<file path="src/rtl/pipe_robot_controller_if.sv">
// Sensor/action bundle between the pipe robot controller and its world model.
// The robot controller is the master: it reads sensors and drives actions.
`timescale 1ns/1ps

interface pipe_robot_controller_if;
  logic head;
  logic left;
  logic under;
  logic barrier;
  logic front;
  logic turn;
  logic remove;

  modport master (
    input  head,
    input  left,
    input  under,
    input  barrier,
    output front,
    output turn,
    output remove
  );

  modport slave (
    output head,
    output left,
    output under,
    output barrier,
    input  front,
    input  turn,
    input  remove
  );
endinterface

</file>
<file path="src/rtl/pipe_robot_controller.sv">
// Left-hand wall-following controller for a pipe-cleaning robot.
// Registered Moore outputs: at most one of front/turn/remove per step.
`timescale 1ns/1ps

module pipe_robot_controller #(
  parameter int REMOVE_CYCLES = 3
) (
  input  logic                   clock,
  input  logic                   reset,
  pipe_robot_controller_if.master bus
);

  localparam int CW = (REMOVE_CYCLES < 1) ? 1 : $clog2(REMOVE_CYCLES + 1);
  localparam logic [CW-1:0] CNT_MAX = CW'(REMOVE_CYCLES);
  localparam logic [CW-1:0] CNT_ONE = CW'(1);

  localparam logic [2:0] DECIDE         = 3'd0;
  localparam logic [2:0] FWD_AFTER_LEFT = 3'd1;
  localparam logic [2:0] RIGHT2         = 3'd2;
  localparam logic [2:0] RIGHT3         = 3'd3;
  localparam logic [2:0] REMOVING       = 3'd4;
  localparam logic [2:0] SETTLE         = 3'd5;
  localparam logic [2:0] HALT           = 3'd6;

  // A single-pulse removal goes straight to the settle cycle.
  localparam logic [2:0] AFTER_FIRST_PULSE = (REMOVE_CYCLES <= 1) ? SETTLE : REMOVING;

  logic [2:0]    state;
  logic [2:0]    state_n;
  logic [CW-1:0] cnt;
  logic [CW-1:0] cnt_n;
  logic          front_n;
  logic          turn_n;
  logic          remove_n;

  always_comb begin
    state_n  = state;
    cnt_n    = cnt;
    front_n  = 1'b0;
    turn_n   = 1'b0;
    remove_n = 1'b0;

    case (state)
      DECIDE: begin
        if (bus.under) begin
          state_n = HALT;
        end else if (!bus.left) begin
          turn_n  = 1'b1;
          state_n = FWD_AFTER_LEFT;
        end else if (bus.barrier) begin
          remove_n = 1'b1;
          cnt_n    = CNT_ONE;
          state_n  = AFTER_FIRST_PULSE;
        end else if (!bus.head) begin
          front_n = 1'b1;
        end else begin
          turn_n  = 1'b1;
          state_n = RIGHT2;
        end
      end

      // Left is ignored here so a fresh opening cannot cause endless spinning.
      FWD_AFTER_LEFT: begin
        if (bus.under) begin
          state_n = HALT;
        end else if (bus.barrier) begin
          remove_n = 1'b1;
          cnt_n    = CNT_ONE;
          state_n  = AFTER_FIRST_PULSE;
        end else if (!bus.head) begin
          front_n = 1'b1;
          state_n = DECIDE;
        end else begin
          state_n = DECIDE;
        end
      end

      RIGHT2: begin
        turn_n  = 1'b1;
        state_n = RIGHT3;
      end

      RIGHT3: begin
        turn_n  = 1'b1;
        state_n = DECIDE;
      end

      REMOVING: begin
        if (cnt < CNT_MAX) begin
          remove_n = 1'b1;
          cnt_n    = cnt + CNT_ONE;
          if (cnt == CNT_MAX - CNT_ONE) begin
            state_n = SETTLE;
          end
        end else begin
          state_n = SETTLE;
        end
      end

      SETTLE: begin
        cnt_n   = '0;
        state_n = DECIDE;
      end

      HALT: begin
        state_n = HALT;
      end

      default: begin
        cnt_n   = '0;
        state_n = DECIDE;
      end
    endcase
  end

  always_ff @(posedge clock or posedge reset) begin
    if (reset) begin
      state      <= DECIDE;
      cnt        <= '0;
      bus.front  <= 1'b0;
      bus.turn   <= 1'b0;
      bus.remove <= 1'b0;
    end else begin
      state      <= state_n;
      cnt        <= cnt_n;
      bus.front  <= front_n;
      bus.turn   <= turn_n;
      bus.remove <= remove_n;
    end
  end

endmodule

</file>
<file path="src/flat_wrapper.sv">
// flat-port wrapper written by rule: the top's interface ports become plain ports
module pipe_robot_controller_flat 
#(
  parameter int REMOVE_CYCLES = 3
)
  (clock, reset, bus_head, bus_left, bus_under, bus_barrier, bus_front, bus_turn, bus_remove);
  pipe_robot_controller_if bus_i ();
  input  logic clock;
  input  logic reset;
  input wire logic [$bits(bus_i.head)-1:0] bus_head;
  input wire logic [$bits(bus_i.left)-1:0] bus_left;
  input wire logic [$bits(bus_i.under)-1:0] bus_under;
  input wire logic [$bits(bus_i.barrier)-1:0] bus_barrier;
  output wire logic [$bits(bus_i.front)-1:0] bus_front;
  output wire logic [$bits(bus_i.turn)-1:0] bus_turn;
  output wire logic [$bits(bus_i.remove)-1:0] bus_remove;
  assign bus_i.head = bus_head;
  assign bus_i.left = bus_left;
  assign bus_i.under = bus_under;
  assign bus_i.barrier = bus_barrier;
  assign bus_front = bus_i.front;
  assign bus_turn = bus_i.turn;
  assign bus_remove = bus_i.remove;
  pipe_robot_controller #(.REMOVE_CYCLES(REMOVE_CYCLES)) u_core (.clock(clock), .reset(reset), .bus(bus_i));
endmodule
</file>
<file path="config.mk">
export PLATFORM = sky130hd
export DESIGN_NAME = pipe_robot_controller_flat
export DESIGN_NICKNAME = d
export VERILOG_FILES = /design/src/rtl/pipe_robot_controller_if.sv /design/src/rtl/pipe_robot_controller.sv /design/src/flat_wrapper.sv
export SDC_FILE = /design/constraint.sdc
export NUM_CORES = 1
export LEC_CHECK = 0
export ABC_CLOCK_PERIOD_IN_PS = 4170
export CAP_MARGIN = 5
export CELL_PAD_IN_SITES_DETAIL_PLACEMENT = 1
export CELL_PAD_IN_SITES_GLOBAL_PLACEMENT = 2
export CORE_MARGIN = 1
export CORE_UTILIZATION = 31
export DETAILED_ROUTE_END_ITERATION = 8
export PLACE_DENSITY = 0.76
export SYNTH_ARGS = -nofsm -noshare
export SYNTH_HDL_FRONTEND = slang
export SYNTH_SLANG_ARGS = --single-unit
</file>
<file path="constraint.sdc">
create_clock -name clock -period 4.17 [get_ports clock]
set_input_delay 0.6255 -clock clock [delete_from_list [all_inputs] [get_ports clock]]
set_output_delay 0.6255 -clock clock [all_outputs]
set_load 0.05 [all_outputs]
</file>
==> results of run 1 <==
==> power groups by stage <==
stage | Sequential [uW] | Clock [uW] | Combinational [uW]
after global routing | 159 | 66.3 | 261
final | 154 | 59.3 | 240
after global placement | 156 | 0 | 238
after detailed placement | 155 | 0 | 242
after CTS | 154 | 63.2 | 242
after floorplan | 158 | 0 | 189
==> area by class of cell <==
class,count,share of cell area (%)
Inverter,4,2.51
Clock buffer,3,3.76
Sequential cell,8,33.4
Multi-Input combinational cell,38,43.6
Timing Repair Buffer,8,13.4
Tap cell,16,3.34
==> flip-flops by register name, summed over array words and instances (netlist names) <==
register           count
u_core.bus.turn        1
u_core.state           3
u_core.cnt             2
u_core.bus.remove      1
u_core.bus.front       1
==> cell usage after synthesis <==
cell and n:
sky130_fd_sc_hd__dfrtp_1 8, sky130_fd_sc_hd__nor2_1 7, sky130_fd_sc_hd__inv_1 4, sky130_fd_sc_hd__a21oi_1 3, sky130_fd_sc_hd__and2b_1 3, sky130_fd_sc_hd__nand2b_1 3, sky130_fd_sc_hd__o22ai_1 3, sky130_fd_sc_hd__ha_1 2
sky130_fd_sc_hd__nor2b_1 2, sky130_fd_sc_hd__nor3_1 2, sky130_fd_sc_hd__o21ai_0 2, sky130_fd_sc_hd__a2111oi_1 1, sky130_fd_sc_hd__buf_2 1, sky130_fd_sc_hd__buf_6 1, sky130_fd_sc_hd__mux2_4 1, sky130_fd_sc_hd__mux2i_1 1
sky130_fd_sc_hd__nand2_1 1, sky130_fd_sc_hd__nand2_2 1, sky130_fd_sc_hd__nand3b_1 1, sky130_fd_sc_hd__nor2_2 1, sky130_fd_sc_hd__nor3_2 1, sky130_fd_sc_hd__nor3_4 1, sky130_fd_sc_hd__o21a_1 1, sky130_fd_sc_hd__o21ba_1 1
==> final timing paths <==
kind,startpoint,endpoint,slack (ns),depth (start not counted)
setup / recovery,u_core.bus.turn,bus_turn,2.18,1
hold / removal,u_core.cnt[1],u_core.cnt[1],0.56,1
setup reg to reg,u_core.cnt[0],u_core.cnt[1],2.59,5
hold reg to reg,u_core.cnt[1],u_core.cnt[1],0.56,1
max in group asynchronous,reset,u_core.bus.front,3.30,2
min in group asynchronous,reset,u_core.cnt[1],0.62,2
==> per-stage QoR <==
stage,cells,util [%],total power (uW),setup slack (ns)
2_1_floorplan,52,-,347,2.70
3_3_place_gp,74,38.7,393,2.09
3_5_place_dp,74,38.7,396,2.05
4_1_cts,77,40.3,459,2.16
5_1_grt,77,40.3,487,2.15
6_report,77,40.3,454,2.18
==> routing by layer <==
metal,share of wire [%],up-vias,global-route usage (%)
met3,4.5,0,6.52
met1,50,178,17.1
met5,0,-,0
li1,-,196,-
met2,45,8,20.0
met4,0,0,3.87
==> cell families after synthesis <==
logic type | count (synthesis) | share of synthesized area (%)
buffers and inverters | 6 | 6.34
muxes | 2 | 5.08
DFF | 8 | 40.6
AOI/OAI and AO/OA | 11 | 14.5
adders and majority gates | 2 | 5.08
and+or+nand+nor | 23 | 28.4
==> results.py, run 1 <==
metrics = {
    "synth": {
        "syn-cell-area_um2": 493,
        "synth_cells": 52,
        "yosys.area.top_type": "sky130_fd_sc_hd__dfrtp_1",
        "total_nets_after_synthesis": 60,
        "synth_seq_area_share_pct": 40.6,
        "synth.lib_cells_used.distinct": 24,
        "netlist_top_cells_area": "sky130_fd_sc_hd__dfrtp_1 41%, sky130_fd_sc_hd__nor2_1 5.3%, sky130_fd_sc_hd__ha_1 5.1%",
        "count_of_yosys_warnings_during_synthesis": 0,
        "synth_top_area_share_pct": 40.6,
        "register_bit_count_reported_by_yosys": 8,
        "syn-mean-instance-area_um2": 9.48,
    },
    "grt": {
        "grt.total_usage_pct": 13.4,
        "vias_in_the_first_global_route": 406,
        "grt_start_max_net_pins": 10,
        "grt_remaining_overflow": 0,
        "initial_antenna_violation_count": 0,
        "grt_pass1_wl_mm": 1.76,
    },
    "critical_path": {
        "critical_path_buf_inv_count": 1,
        "crit_required_ns": 3.54,
        "timing.critical_path.slowest_cell_delay_ns": 0.79,
        "cpMaxStageDelayCell": "sky130_fd_sc_hd__clkdlybuf4s50_1",
        "cp_cell_sequence": "clkdlybuf4s50_1",
        "cp_max_fo": 1,
        "timing.setup.critical_path_class": "flop to primary output",
        "timing.critical_path.to_type": "primary output",
        "startpoint_type": "flop",
        "critical_path.top_delay_family": "buffers and inverters",
        "critical_path_arrival_ns": 1.36,
    },
    "routing": {
        "drt_iter0_markers": 0,
        "route.antenna.remaining_nets": 0,
        "totalWireLength_mm": 1.01,
        "number_of_remaining_drc_errors": 0,
        "routedWlPerCell_um": 13.1,
        "drt-pass1-iter-count": 1,
        "drt-vias-per-instance": 4.96,
        "routed-via-count": 382,
    },
    "power_and_ir_drop": {
        "net-switching-power_uw": 195,
        "irDropWorstVdd_uv": 278,
        "clkPwrFrac_pct": 13.1,
        "cellPowerDensity_nw_per_um2": 757,
        "leakagePower_uw": 0.000282,
        "power.share.sequential_pct": 34.0,
        "logic_gate_share_of_total_power_pct": 52.9,
        "switching_share_pct": 43.0,
        "p_int_uw": 259,
    },
    "sta": {
        "slew_violations": 0,
        "worst_margin_pin_slew_ns": 0.492,
        "finalSetupViolations": 0,
        "timing.final.crit_period_ns": 1.99,
        "max_freq_mhz": 503,
        "setup_tns_after_final_layout_ns": 0,
        "timing.slew.headroom_pct": 67.1,
        "layout_worst_path_cycle_share_pct": 47.6,
        "whs_ns": 0.560,
        "skew_ns": 0.00721,
        "rsz0062_at_grt": "no",
        "finalHoldViolations": 0,
    },
    "final_layout": {
        "fill_cells": 175,
        "drive_gt1_share_pct": 13.1,
        "mostFrequentLayoutCells": "8 x sky130_fd_sc_hd__clkdlybuf4s50_1, 8 x sky130_fd_sc_hd__dfrtp_1, 7 x sky130_fd_sc_hd__nor2_1",
        "final_area_um2": 599,
        "total_area_of_multi_input_combinational_cells_um2": 262,
        "nNetsFinal": 71,
        "syn_to_final_growth_pct": 21.6,
        "antenna_cells_inserted": 0,
        "seq_area_um2": 200,
    },
    "die": {
        "die_h_um": 41.9,
        "start_util_pct": 33.1,
        "die_width_um": 41.9,
        "io_pins": 9,
        "core_area_um2": 1490,
        "num_rows": 14,
        "design.die.area_um2": 1750,
    },
    "cts": {
        "cts-buffers-inserted": 3,
        "clock_sinks": 8,
        "clock_tree_from_tritoncts": "built",
        "hold_buffers": 0,
        "h-tree-depth": 1,
        "postCtsResizedCells": 0,
        "cts.path.max_buffers": 2,
        "post_cts_setup_inserts": 0,
        "clock-root-buffer": "sky130_fd_sc_hd__clkbuf_4",
        "clk_latency_worst_skew_pair_ns": 0.26,
        "clk_pin_slew_ns": 0.06,
    },
    "flow_run": {
        "drv_cap": 0,
    },
    "place": {
        "area_of_placed_instances_um2": 577,
        "io_buffers": 8,
        "last_weighted_congestion_value_of_the_routability_driven_placer": 0.721,
        "detailedPlacementHpwl_um": 776,
    },
    "outcome": {
        "result_of_the_run": "completed",
    },
    "hold_path": {
        "worstHoldPathType": "flop to flop",
    },
}
(Power assumes the default switching activity.)
==> run 2, diff against run 1 <==
- ABC_CLOCK_PERIOD_IN_PS: 4170 -> 1800
- CORE_UTILIZATION: 31 -> 26
- PLACE_DENSITY: 0.76 -> 0.68
- clock period: 4.17 -> 1.8 ns (I/O delays scaled with it)
==> run 2 against run 1 <==
Combinational power is 140% higher. Routed wire length is 11% higher. Clock power is 120% higher. Final cell count is 14% higher.
==> results.py, run 2 (synthesized netlist as in run 1, its figures left out) <==
metrics = {
    "place": {
        "io_buffers": 8,
        "last_weighted_congestion_value_of_the_routability_driven_placer": 0.741,
        "dp_slack_ns": 0.136,
        "detailedPlacementHpwl_um": 910,
    },
    "sta": {
        "finalSetupViolations": 0,
        "slew_violations": 0,
        "skew_ns": 0.00230,
        "timing.slew.headroom_pct": 67.1,
        "setup_tns_after_final_layout_ns": 0,
        "postLayoutSetupSlackWorst_ns": 0.175,
        "max_freq_mhz": 615,
        "rsz0062_at_grt": "no",
        "worst_margin_pin_slew_ns": 0.492,
        "timing.final.crit_period_ns": 1.63,
        "layout_worst_path_cycle_share_pct": 90.3,
        "finalHoldViolations": 0,
    },
    "routing": {
        "number_of_remaining_drc_errors": 0,
        "route.antenna.remaining_nets": 0,
        "drt_iter0_markers": 2,
        "drt-vias-per-instance": 4.50,
        "drt-pass1-iter-count": 3,
        "totalWireLength_mm": 1.13,
        "routed-via-count": 396,
        "routedWlPerCell_um": 12.8,
    },
    "critical_path": {
        "cpMaxStageDelayCell": "sky130_fd_sc_hd__clkdlybuf4s50_1",
        "cp_cell_sequence": "clkdlybuf4s50_1",
        "critical_path_arrival_ns": 1.36,
        "timing.critical_path.to_type": "primary output",
        "critical_path.top_delay_family": "buffers and inverters",
        "timing.critical_path.slowest_cell_delay_ns": 0.79,
        "startpoint_type": "flop",
        "cp_max_fo": 1,
        "timing.setup.critical_path_class": "flop to primary output",
        "critical_path_buf_inv_count": 1,
        "crit_required_ns": 1.53,
    },
    "final_layout": {
        "antenna_cells_inserted": 0,
        "total_area_of_multi_input_combinational_cells_um2": 262,
        "register_bank_with_the_most_flops": "u_core.state",
        "drive_gt1_share_pct": 15.9,
        "seq_area_um2": 200,
        "syn_to_final_growth_pct": 26.9,
        "fill_cells": 203,
        "top_registers": "u_core.state: 3 flops, u_core.cnt: 2 flops",
        "mostFrequentLayoutCells": "8 x sky130_fd_sc_hd__clkdlybuf4s50_1, 8 x sky130_fd_sc_hd__dfrtp_1, 7 x sky130_fd_sc_hd__nor2_1",
        "nNetsFinal": 73,
        "largest_register_ffs": 3,
    },
    "power_and_ir_drop": {
        "switching_share_pct": 43.7,
        "clkPwrFrac_pct": 12.2,
        "p_int_uw": 601,
        "cellPowerDensity_nw_per_um2": 1710,
        "leakagePower_uw": 0.000292,
        "net-switching-power_uw": 467,
        "power.share.sequential_pct": 33.7,
        "irDropWorstVdd_uv": 452,
        "logic_gate_share_of_total_power_pct": 54.2,
    },
    "grt": {
        "grt_start_max_net_pins": 10,
        "vias_in_the_first_global_route": 435,
        "grt_remaining_overflow": 0,
        "grt.total_usage_pct": 13.7,
        "initial_antenna_violation_count": 0,
        "grt_pass1_wl_mm": 1.98,
    },
    "cts": {
        "clock-root-buffer": "sky130_fd_sc_hd__clkbuf_4",
        "clock_tree_from_tritoncts": "built",
        "clk_latency_worst_skew_pair_ns": 0.25,
        "cts-buffers-inserted": 3,
        "postCtsResizedCells": 0,
        "post_cts_setup_inserts": 0,
        "clock_sinks": 8,
        "h-tree-depth": 1,
        "hold_buffers": 0,
        "clk_pin_slew_ns": 0.05,
        "cts.path.max_buffers": 2,
    },
    "die": {
        "start_util_pct": 28.2,
        "die_h_um": 45.5,
        "io_pins": 9,
        "num_rows": 15,
        "core_area_um2": 1750,
        "die_width_um": 45.5,
        "design.die.area_um2": 2070,
    },
    "flow_run": {
        "drv_cap": 0,
    },
    "outcome": {
        "result_of_the_run": "completed",
    },
    "hold_path": {
        "worstHoldPathType": "primary input to async pin",
    },
}
==> run 2: per-layer routing <==
metal	routed length, um	up-vias	part of all wire [%]	GRT usage [%]
li1	-	199	-	-
met1	542	188	48	19.4
met2	561	9	50	20.3
met3	23	0	2.0	1.19
met4	0	0	0	7.27
met5	0	-	0	0
==> run 2: worst paths after layout <==
path	from	endpoint	slack, ns	depth (start not counted)
max	u_core.bus.remove	bus_remove	0.17	1
min	reset	u_core.state[1]	0.26	2
min in group clock	u_core.cnt[1]	u_core.cnt[1]	0.57	1
max reg2reg	u_core.cnt[0]	u_core.cnt[1]	0.20	5
min reg2reg	u_core.cnt[1]	u_core.cnt[1]	0.57	1
max in group asynchronous	reset	u_core.bus.turn	1.32	2
==> run 2: cell type report <==
cell class	instances	share of cell area, %
Multi-Input combinational cell	38	41.8
Timing Repair Buffer	10	15.2
Inverter	4	2.40
Clock buffer	3	3.60
Sequential cell	8	32.0
Tap cell	25	5.00
==> run 2: power groups by stage <==
| stage | logic [uW] | registers (uW) | clock network (uW) |
|---|---|---|---|
| 2_1_floorplan | 438 | 367 | 0 |
| 3_3_place_gp | 575 | 364 | 0 |
| 3_5_place_dp | 582 | 365 | 0 |
| 4_1_cts | 587 | 362 | 138 |
| 5_1_grt | 634 | 374 | 148 |
| 6_report | 578 | 359 | 130 |
==> run 2: through the flow <==
stage / instance area (um2) / total power, uW / std cells / util (%) / hold slack [ns]
6_report: 626 / 1070 / 88 / 35.8 / 0.259
4_1_cts: 626 / 1090 / 88 / 35.8 / 0.267
3_3_place_gp: 603 / 939 / 85 / 34.6 / 0.529
5_1_grt: 626 / 1160 / 88 / 35.8 / 0.284
2_1_floorplan: 493 / 805 / 52 / - / 0.0857
3_5_place_dp: 603 / 946 / 85 / 34.6 / 0.538
==> run 3, diff against run 2 <==
- ABC_CLOCK_PERIOD_IN_PS: 1800 -> 1300
- SLEW_MARGIN: not set -> 20
- clock period: 1.8 -> 1.3 ns (I/O delays scaled with it)
==> run 3 against run 2 <==
The run now ends with negative setup slack left. Routed wire length increased by 17%. Count of clock-buffer cells in the layout unchanged. Non-clock buffer count increased by 15. Sequential share of layout area decreased by 6.4 points. Register-to-register slack got worse by 0.36 ns. Final cell count increased by 17%. Sequential power increased by 36%. Largest cell class unchanged. Clock skew about the same. Worst hold slack got worse by 0.069 ns. Global-route usage increased by 2.9 points. Critical endpoint is now u_core.cnt[1].
==> results.py, run 3 (synthesized netlist as in run 1, its figures left out) <==
metrics = {
    "outcome": {
        "result_of_the_run": "finished, violations left",
        "violations": "negative setup slack",
    },
    "sta": {
        "worst_margin_pin_slew_ns": 0.324,
        "timing.final.crit_period_ns": 1.46,
        "finalHoldViolations": 0,
        "skew_ns": 0.00245,
        "slew_violations": 0,
        "timing.slew.headroom_pct": 78.4,
        "whs_ns": 0.190,
        "layout_worst_path_cycle_share_pct": 112,
        "setup_tns_after_final_layout_ns": -0.422,
        "max_freq_mhz": 685,
        "finalSetupViolations": 4,
        "postLayoutSetupSlackWorst_ns": -0.160,
        "rsz0062_at_grt": "yes",
    },
    "critical_path": {
        "cp_max_fo": 3,
        "timing.critical_path.to_type": "flop",
        "timing.setup.critical_path_class": "flop to flop",
        "startpoint_type": "flop",
        "crit_required_ns": 1.44,
        "critical_path_arrival_ns": 1.60,
    },
    "routing": {
        "drt_iter0_markers": 4,
        "drt-pass1-iter-count": 4,
        "routedWlPerCell_um": 12.8,
        "routed-via-count": 446,
        "route.antenna.remaining_nets": 0,
        "number_of_remaining_drc_errors": 0,
        "drt-vias-per-instance": 4.33,
        "totalWireLength_mm": 1.32,
    },
    "die": {
        "core_area_um2": 1750,
        "die_h_um": 45.5,
        "io_pins": 9,
        "die_width_um": 45.5,
        "design.die.area_um2": 2070,
        "num_rows": 15,
        "start_util_pct": 28.2,
    },
    "power_and_ir_drop": {
        "leakagePower_uw": 0.000383,
        "cellPowerDensity_nw_per_um2": 2400,
        "irDropWorstVdd_uv": 1020,
    },
    "final_layout": {
        "nNetsFinal": 88,
        "fill_cells": 214,
        "mostFrequentLayoutCells": "17 x sky130_fd_sc_hd__buf_4, 7 x sky130_fd_sc_hd__nor2_1, 7 x sky130_fd_sc_hd__dfrtp_1",
        "layout.cells.non_filler": 103,
        "antenna_cells_inserted": 0,
        "seq_area_um2": 201,
        "top_registers": "u_core.state: 3 flops, u_core.cnt: 2 flops",
        "postLayoutCoreUtil_pct": 45.2,
        "total_area_of_multi_input_combinational_cells_um2": 280,
        "syn_to_final_growth_pct": 59.9,
        "leading_cell_type_in_the_layout_fill_and_taps_excluded": "sky130_fd_sc_hd__buf_4",
        "largest_register_ffs": 3,
        "register_bank_with_the_most_flops": "u_core.state",
        "drive_gt1_share_pct": 42.3,
    },
    "cts": {
        "clk_pin_slew_ns": 0.06,
        "clk_latency_worst_skew_pair_ns": 0.26,
        "cts-buffers-inserted": 3,
        "cts.path.max_buffers": 2,
        "clock_sinks": 8,
        "clock-root-buffer": "sky130_fd_sc_hd__clkbuf_4",
        "hold_buffers": 0,
        "clock_tree_from_tritoncts": "built",
        "h-tree-depth": 1,
    },
    "place": {
        "dp_slack_ns": -0.246,
        "dp.cells": 99,
        "io_buffers": 8,
        "last_weighted_congestion_value_of_the_routability_driven_placer": 0.732,
        "detailedPlacementHpwl_mm": 1.02,
    },
    "grt": {
        "grt_pass1_wl_mm": 2.21,
        "grt_start_max_net_pins": 9,
        "grt.total_usage_pct": 16.6,
        "initial_antenna_violation_count": 0,
        "vias_in_the_first_global_route": 471,
        "grt_remaining_overflow": 0,
    },
    "hold_path": {
        "worstHoldPathType": "primary input to async pin",
    },
    "flow_run": {
        "drv_cap": 0,
    },
}
-- run 3: cell count changes in the layout (fill, tap and decap cells not counted), sizes merged --
| cell | change |
|---|---|
| clkdlybuf4s50 | -3 |
| buf | +18 |
-- run 3: final timing paths --
path / startpoint / slack, ns / depth (start not counted) / end
max: u_core.cnt[0] / -0.16 / 5 / u_core.cnt[1]
min: reset / 0.19 / 2 / u_core.cnt[1]
max reg2reg: u_core.cnt[0] / -0.16 / 5 / u_core.cnt[1]
min reg2reg: u_core.cnt[1] / 0.64 / 2 / u_core.cnt[1]
max in group asynchronous: reset / 0.85 / 2 / u_core.state[0]
min in group clock: u_core.cnt[1] / 0.64 / 2 / u_core.cnt[1]
-- run 3: cell type report --
| class | count | area share (%) |
|---|---|---|
| repair buffers | 25 | 30.2 |
| flip-flops and latches | 8 | 25.6 |
| well taps | 25 | 3.97 |
| multi-input cells | 38 | 35.6 |
| inverters | 4 | 1.90 |
| clock buffers | 3 | 2.86 |
-- run 3: worst max-delay path, cell delays in order, from the launching register on --
cell and delay, ns:
sky130_fd_sc_hd__dfrtp_1 0.39, sky130_fd_sc_hd__ha_2 0.19, sky130_fd_sc_hd__and2b_1 0.20, sky130_fd_sc_hd__nor3_2 0.05, sky130_fd_sc_hd__nor3_4 0.19, sky130_fd_sc_hd__mux2_4 0.31
-- run 3: repair_timing --
| item | in CTS | in global routing |
|---|---|---|
| endpoints found under the hold margin | 0 | 0 |
| pin swaps | 3 | 4 |
| resized for setup | 3 | 1 |
| setup buffers | 1 | 0 |
| endpoints found under the setup margin | 4 | 5 |
| gates cloned | 0 | 0 |
-- run 3: through the flow --
step | power (uW) | instance area, um2
floorplan | 1110 | 495
global placement | 1610 | 741
detailed placement | 1630 | 741
CTS | 1910 | 787
global route | 2040 | 788
finish | 1890 | 788
-- run 3: power breakdown --
part | internal (uW) | total [uW] | switching (uW)
Clock | 106 | 195 | 88.6
Combinational | 679 | 1210 | 530
Sequential | 355 | 488 | 133
Total | 1140 | 1890 | 752
-- run 3: per-layer routing --
metal  global-route usage, %  wire length [um]  vias up
li1                        -                 -      229
met1                    17.8               568      206
met2                    28.9               683        8
met3                    8.33                62        3
met4                    3.64                 8        0
met5                       0                 0        -
